===== src/rtl/pc_fetch_control_pkg.sv =====
// Shared CPU definitions for the fetch stage and the instruction MMU.
//   ADDR_W      : width of the word-addressed logical instruction address
//   BOOT_ADDR   : PC value after reset
//   INT_VECTOR  : kernel handler entry loaded after interrupt acknowledge
//   fetch_state_t : controller state encoding (RUN / ACK / HALTED)
//   mode_t        : kernel/user mode encoding seen by the MMU
package cpu_defs;

    localparam int ADDR_W = 26;

    localparam logic [ADDR_W-1:0] BOOT_ADDR  = '0;
    localparam logic [ADDR_W-1:0] INT_VECTOR = ADDR_W'(1);

    typedef enum logic [1:0] {
        ST_RUN    = 2'd0,
        ST_ACK    = 2'd1,
        ST_HALTED = 2'd2
    } fetch_state_t;

    // inta forces the MMU into kernel mode.
    typedef enum logic {
        MODE_USER   = 1'b0,
        MODE_KERNEL = 1'b1
    } mode_t;

    function automatic logic [ADDR_W-1:0] addr_inc(input logic [ADDR_W-1:0] a);
        return a + ADDR_W'(1);   // wraps modulo 2^ADDR_W
    endfunction

endpackage


===== src/rtl/pc_fetch_control_if.sv =====
// Bundle of redirect/control inputs and fetch outputs of pc_fetch_control.
//   slave  : pc_fetch_control side (receives control, drives pc/inta/epc)
//   master : upstream pipeline / interrupt side
interface pc_fetch_control_if;
    import cpu_defs::*;

    logic              stall;
    logic              halt;
    logic              branch_taken;
    logic [ADDR_W-1:0] branch_target;
    logic              jump;
    logic [ADDR_W-1:0] jump_target;
    logic              jr;
    logic [ADDR_W-1:0] jr_target;
    logic              eret;
    logic              irq;
    logic              irq_en;

    logic [ADDR_W-1:0] pc;
    logic [ADDR_W-1:0] pc_plus1;
    logic              fetch_valid;
    logic              inta;
    logic [ADDR_W-1:0] epc;
    logic              in_service;

    modport slave (
        input  stall, halt, branch_taken, branch_target, jump, jump_target,
               jr, jr_target, eret, irq, irq_en,
        output pc, pc_plus1, fetch_valid, inta, epc, in_service
    );

    modport master (
        output stall, halt, branch_taken, branch_target, jump, jump_target,
               jr, jr_target, eret, irq, irq_en,
        input  pc, pc_plus1, fetch_valid, inta, epc, in_service
    );
endinterface


===== src/rtl/pc_fetch_control_pc_next_mux.sv =====
// Combinational priority select of the next sequential-or-redirect PC.
// Priority: eret > jr > jump > branch_taken > pc+1 (halt also yields pc+1).
//   i_pc_plus1 / i_epc / i_*_target : candidate addresses
//   i_eret / i_jr / i_jump / i_branch_taken : redirect requests
//   o_next_pc : selected address
//   o_redirect : any redirect (non-sequential) selected
module pc_next_mux
    import cpu_defs::*;
(
    input  logic [ADDR_W-1:0] i_pc_plus1,
    input  logic [ADDR_W-1:0] i_epc,
    input  logic              i_eret,
    input  logic              i_jr,
    input  logic [ADDR_W-1:0] i_jr_target,
    input  logic              i_jump,
    input  logic [ADDR_W-1:0] i_jump_target,
    input  logic              i_branch_taken,
    input  logic [ADDR_W-1:0] i_branch_target,
    output logic [ADDR_W-1:0] o_next_pc,
    output logic              o_redirect
);

    always_comb begin
        o_next_pc  = i_pc_plus1;
        o_redirect = 1'b1;
        if (i_eret)              o_next_pc = i_epc;
        else if (i_jr)           o_next_pc = i_jr_target;
        else if (i_jump)         o_next_pc = i_jump_target;
        else if (i_branch_taken) o_next_pc = i_branch_target;
        else                     o_redirect = 1'b0;
    end

endmodule


===== src/rtl/pc_fetch_control.sv =====
// Program counter and fetch control upstream of the instruction MMU.
// Arbitrates sequential/branch/jump/jr/eret flow, interrupt entry and
// halt/wake; saves the interrupted return address in EPC.
//   clk, rst : system clock, synchronous active-high reset
//   bus      : pc_fetch_control_if.slave (controls in; pc, pc_plus1,
//              fetch_valid, inta, epc, in_service out)
//
// state   | meaning
// --------+-------------------------------------------------------------
// RUN     | fetching and executing; fetch_valid=1
// ACK     | one-cycle interrupt acknowledge; inta=1, pc held
// HALTED  | HALT executed; pc held until an interrupt is accepted
module pc_fetch_control
    import cpu_defs::*;
#(
    parameter logic [ADDR_W-1:0] P_BOOT_ADDR  = BOOT_ADDR,
    parameter logic [ADDR_W-1:0] P_INT_VECTOR = INT_VECTOR
) (
    input  logic               clk,
    input  logic               rst,
    pc_fetch_control_if.slave  bus
);

    fetch_state_t      r_state, w_state_d;
    logic [ADDR_W-1:0] r_pc, w_pc_d;
    logic [ADDR_W-1:0] r_epc, w_epc_d;
    logic              r_in_service, w_in_service_d;
    logic              r_inta;

    logic [ADDR_W-1:0] w_pc_plus1;
    logic [ADDR_W-1:0] w_next_pc;
    logic              w_redirect;
    logic              w_accept;

    assign w_pc_plus1 = addr_inc(r_pc);

    // eret is excluded so a simultaneous eret always completes first.
    assign w_accept = bus.irq & bus.irq_en & ~r_in_service & ~bus.stall & ~bus.eret;

    pc_next_mux u_pc_next_mux (
        .i_pc_plus1      (w_pc_plus1),
        .i_epc           (r_epc),
        .i_eret          (bus.eret),
        .i_jr            (bus.jr),
        .i_jr_target     (bus.jr_target),
        .i_jump          (bus.jump),
        .i_jump_target   (bus.jump_target),
        .i_branch_taken  (bus.branch_taken),
        .i_branch_target (bus.branch_target),
        .o_next_pc       (w_next_pc),
        .o_redirect      (w_redirect)
    );

    always_comb begin
        w_state_d      = r_state;
        w_pc_d         = r_pc;
        w_epc_d        = r_epc;
        w_in_service_d = r_in_service;
        unique case (r_state)
            ST_RUN: begin
                if (bus.stall) begin
                    // hold everything
                end else if (w_accept) begin
                    // pc is held; the interrupted instruction's successor is saved
                    w_epc_d   = w_next_pc;
                    w_state_d = ST_ACK;
                end else begin
                    w_pc_d = w_next_pc;
                    if (bus.eret)
                        w_in_service_d = 1'b0;
                    if (bus.halt && !w_redirect)
                        w_state_d = ST_HALTED;
                end
            end
            ST_ACK: begin
                w_pc_d         = P_INT_VECTOR;
                w_in_service_d = 1'b1;
                w_state_d      = ST_RUN;
            end
            ST_HALTED: begin
                if (w_accept) begin
                    w_epc_d   = r_pc;
                    w_state_d = ST_ACK;
                end
            end
            default: w_state_d = ST_RUN;
        endcase
    end

    always_ff @(posedge clk) begin
        if (rst) begin
            r_state      <= ST_RUN;
            r_pc         <= P_BOOT_ADDR;
            r_epc        <= '0;
            r_in_service <= 1'b0;
            r_inta       <= 1'b0;
        end else begin
            r_state      <= w_state_d;
            r_pc         <= w_pc_d;
            r_epc        <= w_epc_d;
            r_in_service <= w_in_service_d;
            r_inta       <= (w_state_d == ST_ACK);
        end
    end

    assign bus.pc          = r_pc;
    assign bus.pc_plus1    = w_pc_plus1;
    assign bus.fetch_valid = (r_state == ST_RUN);
    assign bus.inta        = r_inta;
    assign bus.epc         = r_epc;
    assign bus.in_service  = r_in_service;

endmodule


===== src/flat_wrapper.sv =====
// flat-port wrapper written by rule: the top's interface ports become plain ports
module pc_fetch_control_flat import cpu_defs::*;
#(
    parameter logic [ADDR_W-1:0] P_BOOT_ADDR  = BOOT_ADDR,
    parameter logic [ADDR_W-1:0] P_INT_VECTOR = INT_VECTOR
)
  (clk, rst, bus_stall, bus_halt, bus_branch_taken, bus_branch_target, bus_jump, bus_jump_target, bus_jr, bus_jr_target, bus_eret, bus_irq, bus_irq_en, bus_pc, bus_pc_plus1, bus_fetch_valid, bus_inta, bus_epc, bus_in_service);
  pc_fetch_control_if bus_i ();
  input  logic clk;
  input  logic rst;
  input wire logic [$bits(bus_i.stall)-1:0] bus_stall;
  input wire logic [$bits(bus_i.halt)-1:0] bus_halt;
  input wire logic [$bits(bus_i.branch_taken)-1:0] bus_branch_taken;
  input wire logic [$bits(bus_i.branch_target)-1:0] bus_branch_target;
  input wire logic [$bits(bus_i.jump)-1:0] bus_jump;
  input wire logic [$bits(bus_i.jump_target)-1:0] bus_jump_target;
  input wire logic [$bits(bus_i.jr)-1:0] bus_jr;
  input wire logic [$bits(bus_i.jr_target)-1:0] bus_jr_target;
  input wire logic [$bits(bus_i.eret)-1:0] bus_eret;
  input wire logic [$bits(bus_i.irq)-1:0] bus_irq;
  input wire logic [$bits(bus_i.irq_en)-1:0] bus_irq_en;
  output wire logic [$bits(bus_i.pc)-1:0] bus_pc;
  output wire logic [$bits(bus_i.pc_plus1)-1:0] bus_pc_plus1;
  output wire logic [$bits(bus_i.fetch_valid)-1:0] bus_fetch_valid;
  output wire logic [$bits(bus_i.inta)-1:0] bus_inta;
  output wire logic [$bits(bus_i.epc)-1:0] bus_epc;
  output wire logic [$bits(bus_i.in_service)-1:0] bus_in_service;
  assign bus_i.stall = bus_stall;
  assign bus_i.halt = bus_halt;
  assign bus_i.branch_taken = bus_branch_taken;
  assign bus_i.branch_target = bus_branch_target;
  assign bus_i.jump = bus_jump;
  assign bus_i.jump_target = bus_jump_target;
  assign bus_i.jr = bus_jr;
  assign bus_i.jr_target = bus_jr_target;
  assign bus_i.eret = bus_eret;
  assign bus_i.irq = bus_irq;
  assign bus_i.irq_en = bus_irq_en;
  assign bus_pc = bus_i.pc;
  assign bus_pc_plus1 = bus_i.pc_plus1;
  assign bus_fetch_valid = bus_i.fetch_valid;
  assign bus_inta = bus_i.inta;
  assign bus_epc = bus_i.epc;
  assign bus_in_service = bus_i.in_service;
  pc_fetch_control #(.P_BOOT_ADDR(P_BOOT_ADDR), .P_INT_VECTOR(P_INT_VECTOR)) u_core (.clk(clk), .rst(rst), .bus(bus_i));
endmodule

===== config.mk =====
export PLATFORM = sky130hd
export DESIGN_NAME = pc_fetch_control_flat
export DESIGN_NICKNAME = d
export VERILOG_FILES = /design/src/rtl/pc_fetch_control_pkg.sv /design/src/rtl/pc_fetch_control_if.sv /design/src/rtl/pc_fetch_control_pc_next_mux.sv /design/src/rtl/pc_fetch_control.sv /design/src/flat_wrapper.sv
export SDC_FILE = /design/constraint.sdc
export NUM_CORES = 1
export LEC_CHECK = 0
export CAP_MARGIN = 20
export CORE_ASPECT_RATIO = 1.25
export CORE_UTILIZATION = 45
export CTS_CLUSTER_DIAMETER = 50
export DETAILED_ROUTE_END_ITERATION = 8
export PLACE_DENSITY = 0.91
export SLEW_MARGIN = 5
export SYNTH_ARGS = -nofsm -noshare
export SYNTH_HDL_FRONTEND = slang
export SYNTH_HIERARCHICAL = 1
export SYNTH_SLANG_ARGS = --single-unit

===== constraint.sdc =====
create_clock -name clk -period 5.7 [get_ports clk]
set_input_delay 1.14 -clock clk [delete_from_list [all_inputs] [get_ports clk]]
set_output_delay 1.14 -clock clk [all_outputs]
set_load 0.01 [all_outputs]

* Word-level counts from Yosys, hierarchy flattened
Cells that the tools add are included.
** Storage, ports and cells
- Register bits after elaboration :: 56
- Bits of input ports :: 88
- Output and inout bits :: 81
- Word-level logic and storage cells :: 53
** Cells by class
- Bitwise gates (word level) :: 7
- Multiplexer cells :: 24
- Add/subtract/negate cells :: 1
- Equal/unequal tests :: 8
- Reductions and logical operators :: 8
** Operators with widths (count)
- 26-bit 2-to-1 mux :: 9
- 26-bit one-hot mux with 2 select lines :: 2
- 26-bit by 1-bit adder with 26-bit output, second input constant :: 1
- 2-bit 2-to-1 mux :: 4
- 4-bit AND reduction :: 2
- 1-bit 2-to-1 mux :: 7
- 2-bit inequality test, second input constant :: 3
- 1-bit bitwise AND :: 4
- 2-bit by 1-bit equality test with 1-bit output, second input constant :: 2
- 2-bit by 1-bit inequality test with 1-bit output, second input constant :: 2
- 2-bit one-hot mux with 2 select lines :: 1
- 2-bit nonzero test :: 2
- 1-bit NOT :: 3
- 3-bit AND reduction :: 1
- 2-bit equality test, second input constant :: 1
- 2-bit zero test :: 1
- 1-bit one-hot mux with 2 select lines :: 1
- 1-bit logical AND :: 1
- 1-bit zero test :: 1

* Logic depth before layout (Yosys ltp)
- Depth in word-level cells :: 11
- Depth in mapped cells :: 10
- Depth with buffers taken out :: 10

* Modules after synthesis
Netlist, hierarchy kept.
** Modules (own cells, without submodules)
- pc_fetch_control :: sequential area each 1121.1 sq um, area an instance 2653.8 sq um, times used 1, cells an instance 276
- pc_next_mux :: sequential area each 0.0 sq um, area an instance 1024.7 sq um, times used 1, cells an instance 126

* Worst setup path before layout
Ideal clock, no wire load.
- Path type :: register to output
- Start :: reg u_core.r_pc[7], in the netlist u_core/bus.pc[7]
- End :: out bus_pc_plus1[18]
- Slack :: 2952 ps
- Required time :: 4560 ps
- Stages on the path, launching flop included :: 6
- Arrival time :: 1608 ps
- Path through :: dfxtp_1 > buf_2 > nand4_4 > or4_4 > nor3_2 > xor2_1
** On the way
- Word-level cells in the longest chain between the ends :: 1
** RTL lines
- start: declaration :: RTL line pc_fetch_control.sv:25 : logic [ADDR_W-1:0] r_pc, w_pc_d;
- start signal: assignment :: RTL line pc_fetch_control.sv:99 : r_pc <= w_pc_d;
- 26-bit by 1-bit adder with 26-bit output :: RTL line pc_fetch_control_pkg.sv:27 : return a + ADDR_W'(1);
- end: declaration :: RTL line flat_wrapper.sv:23 : output wire logic [$bits(bus_i.pc_plus1)-1:0] bus_pc_plus1;
No other way between the ends.

* Worst setup path in the final report
- Start :: reg u_core.r_pc[0], in the netlist u_core/bus.pc[0]
- End :: out bus_pc_plus1[14]
The elaborated chain is that of the path after synthesis.

==> flow_summary.yaml <==
route:
  totalWireLength_mm: 11.8
  drc: 0
  avgRoutedWirePerCell_microns: 18.3
  ant_nets: 0
  first_pass_iters: 4
  via_count: 3855
  drt-vias-per-instance: 6.00
  drtIter0Drc: 179
timing:
  period_needed_ns: 3.87
  rsz0062_at_grt: "false"
  max_freq_ghz: 0.259
  hold_viol: 0
  setup_tns_ns: 0
  setup_viol: 0
  worst_pin_slew_ns: 1.14
  fin_crit_sh_pct: 67.8
  finClkSkew_ns: 0.00939
  slew_headroom_pct: 23.7
  slew_viol_final: 0
setup_path:
  arrival_ns: 2.73
  cp_max_fo: 7
  start_kind: "flop"
  crit_required_ns: 4.56
  worst-setup-path-type: "flop to primary output"
  end_kind: "primary output"
die:
  die_area_sq_um: 8540
  pin_count: 169
  die_height_microns: 103
  start_util_pct: 46.9
  core_sq_um: 7840
  rows: 36
  die_x_microns: 82.9
yosys:
  syn_area_sq_um: 3680
  yosysWarnings: 6
  netlist_instances: 402
  synth_nets: 491
  syn_area_per_cell_sq_um: 9.15
  yosys.cell_types.count: 44
  synth_seq_area_share_pct: 30.5
  ys_ff_latch: 56
global_routing:
  grt_max_degree: 53
  grt_usage_pct: 26.6
  overflow: 0
  grt_pass1_vias: 3855
  antenna_found_initial: 0
  grt_pass1_wl_mm: 18.5
clocking:
  cts_hold_buffers: 0
  tritoncts: "yes"
  clk_latency_ns: 0.30
  cts_resized: 0
  post-cts-setup-buffers: 0
  cts_max_level: 2
  clockRootBuffer: "clkbuf_8"
  numCtsBuffers: 5
  cts_buffer_depth: 2
  path_clk_slew_ns: 0.10
  cts_sinks: 56
cells_and_area:
  insertedDiodeCount: 0
  synthToLayoutAreaGrowth_pct: 47.6
  drive_gt1_share_pct: 13.7
  fin_util_pct: 69.3
  mostFrequentLayoutCell: "clkdlybuf4s50_1"
  final_cell_mix: "clkdlybuf4s50_1 (168), dfxtp_1 (56), nor2_1 (36)"
  nets: 636
placement:
  globalplace.congestion: 0.836
  io_buffer_count: 168
  dp_hpwl_mm: 8.50
min_path:
  min_path_type: "flop to flop"
outcome:
  status: "complete, no violations"
pwr:
  p_leak_nw: 2.02
  power_density_nw_per_um2: 177
  peakVddDrop_v: 0.000117
run:
  maxCapViolations: 0
flip-flops by register name, summed over array words and instances, names as in the netlist:
name	count
u_core/r_state	2
u_core/bus.inta	1
u_core/bus.epc	26
u_core/bus.pc	26
u_core/bus.in_service	1
final timing paths:
| check | slack, ns | cells after the start | to | startpoint |
|---|---|---|---|---|
| worst min-delay path | 0.51 | 2 | u_core/bus.in_service | u_core/bus.in_service |
| worst min register to register | 0.51 | 2 | u_core/bus.in_service | u_core/bus.in_service |
| worst max register to register | 2.87 | 10 | u_core/bus.epc[14] | u_core/bus.pc[0] |
| worst max-delay path | 1.83 | 6 | bus_pc_plus1[14] | u_core/bus.pc[0] |
logic make-up after synthesis:
logic type,share of synthesized area [%]
AO/OA/AOI/OAI,28.6
XOR/XNOR,5.71
adder cells (fa/ha/maj),0.340
buffers and inverters,6.60
flip-flops,30.5
multiplexers,14.2
AND/OR/NAND/NOR,14.0
report_power, final:
| part | internal, W | leakage [nW] | switching, W | total [W] |
|---|---|---|---|---|
| sequential | 0.000410 | 0.457 | 0.0000312 | 0.000442 |
| combinational | 0.000177 | 1.52 | 0.000127 | 0.000304 |
| clock | 0.0000995 | 0.0455 | 0.000119 | 0.000218 |
synth_stat cells, drive strengths merged:
cell / instances / area (sq um)
a211oi: 26 / 195
a21o: 1 / 7.51
a21oi: 32 / 164
a22o: 25 / 219
and3: 3 / 20.0
and4: 2 / 20.0
buf: 23 / 164
clkbuf: 13 / 48.8
clkinv: 2 / 7.51
dfxtp: 56 / 1120
ha: 1 / 12.5
inv: 6 / 22.5
mux2: 26 / 293
mux2i: 23 / 230
nand2: 9 / 33.8
nand2b: 2 / 12.5
nand3: 14 / 82.6
nand4: 6 / 52.6
nand4bb: 1 / 27.5
nor2: 38 / 145
nor3: 6 / 40.0
nor3b: 2 / 15.0
nor4: 3 / 33.8
o22ai: 52 / 450
o2bb2ai: 1 / 8.76
o31ai: 1 / 7.51
or2: 1 / 6.26
or3: 1 / 6.26
or4: 1 / 11.3
or4b: 1 / 10.0
xnor2: 18 / 158
xor2: 6 / 52.6
final cells by class:
class                           count  area [sq um]
Fill cell                         624          2410
Multi-Input combinational cell    302          2330
Tap cell                           95           119
Sequential cell                    56          1120
Clock buffer                        8          90.1
Inverter                            8          30.0
Timing Repair Buffer              174          1740
layer usage:
| metal | vias to the layer above | routed length, microns | GRT usage [%] |
|---|---|---|---|
| met5 | - | 0 | 0 |
| met4 | 0 | 224 | 10.2 |
| met3 | 18 | 810 | 4.72 |
| met2 | 164 | 6110 | 50.0 |
| met1 | 1844 | 4660 | 30.2 |
| li1 | 1829 | - | - |
metrics by stage:
step                hold WS (ns)  power, W  instances  cell area [sq um]  setup slack, ns
detailed placement         0.494  0.000749        634               5320             2.09
global route               0.545   0.00101        643               5430             1.72
floorplan                  0.501  0.000597        402               3680             2.95
finish                     0.505  0.000963        643               5430             1.83
CTS                        0.510  0.000966        642               5410             1.87
global placement           0.481  0.000738        633               5310             2.23
critical path, stage by stage (launching register included):
cell and delay, ns:
dfxtp_1 0.46, ha_1 0.25, nand3_1 0.15, nor2_1 0.49, nand2_1 0.18, xnor2_1 0.30, clkdlybuf4s50_1 0.61
(Power assumes the default switching activity.)
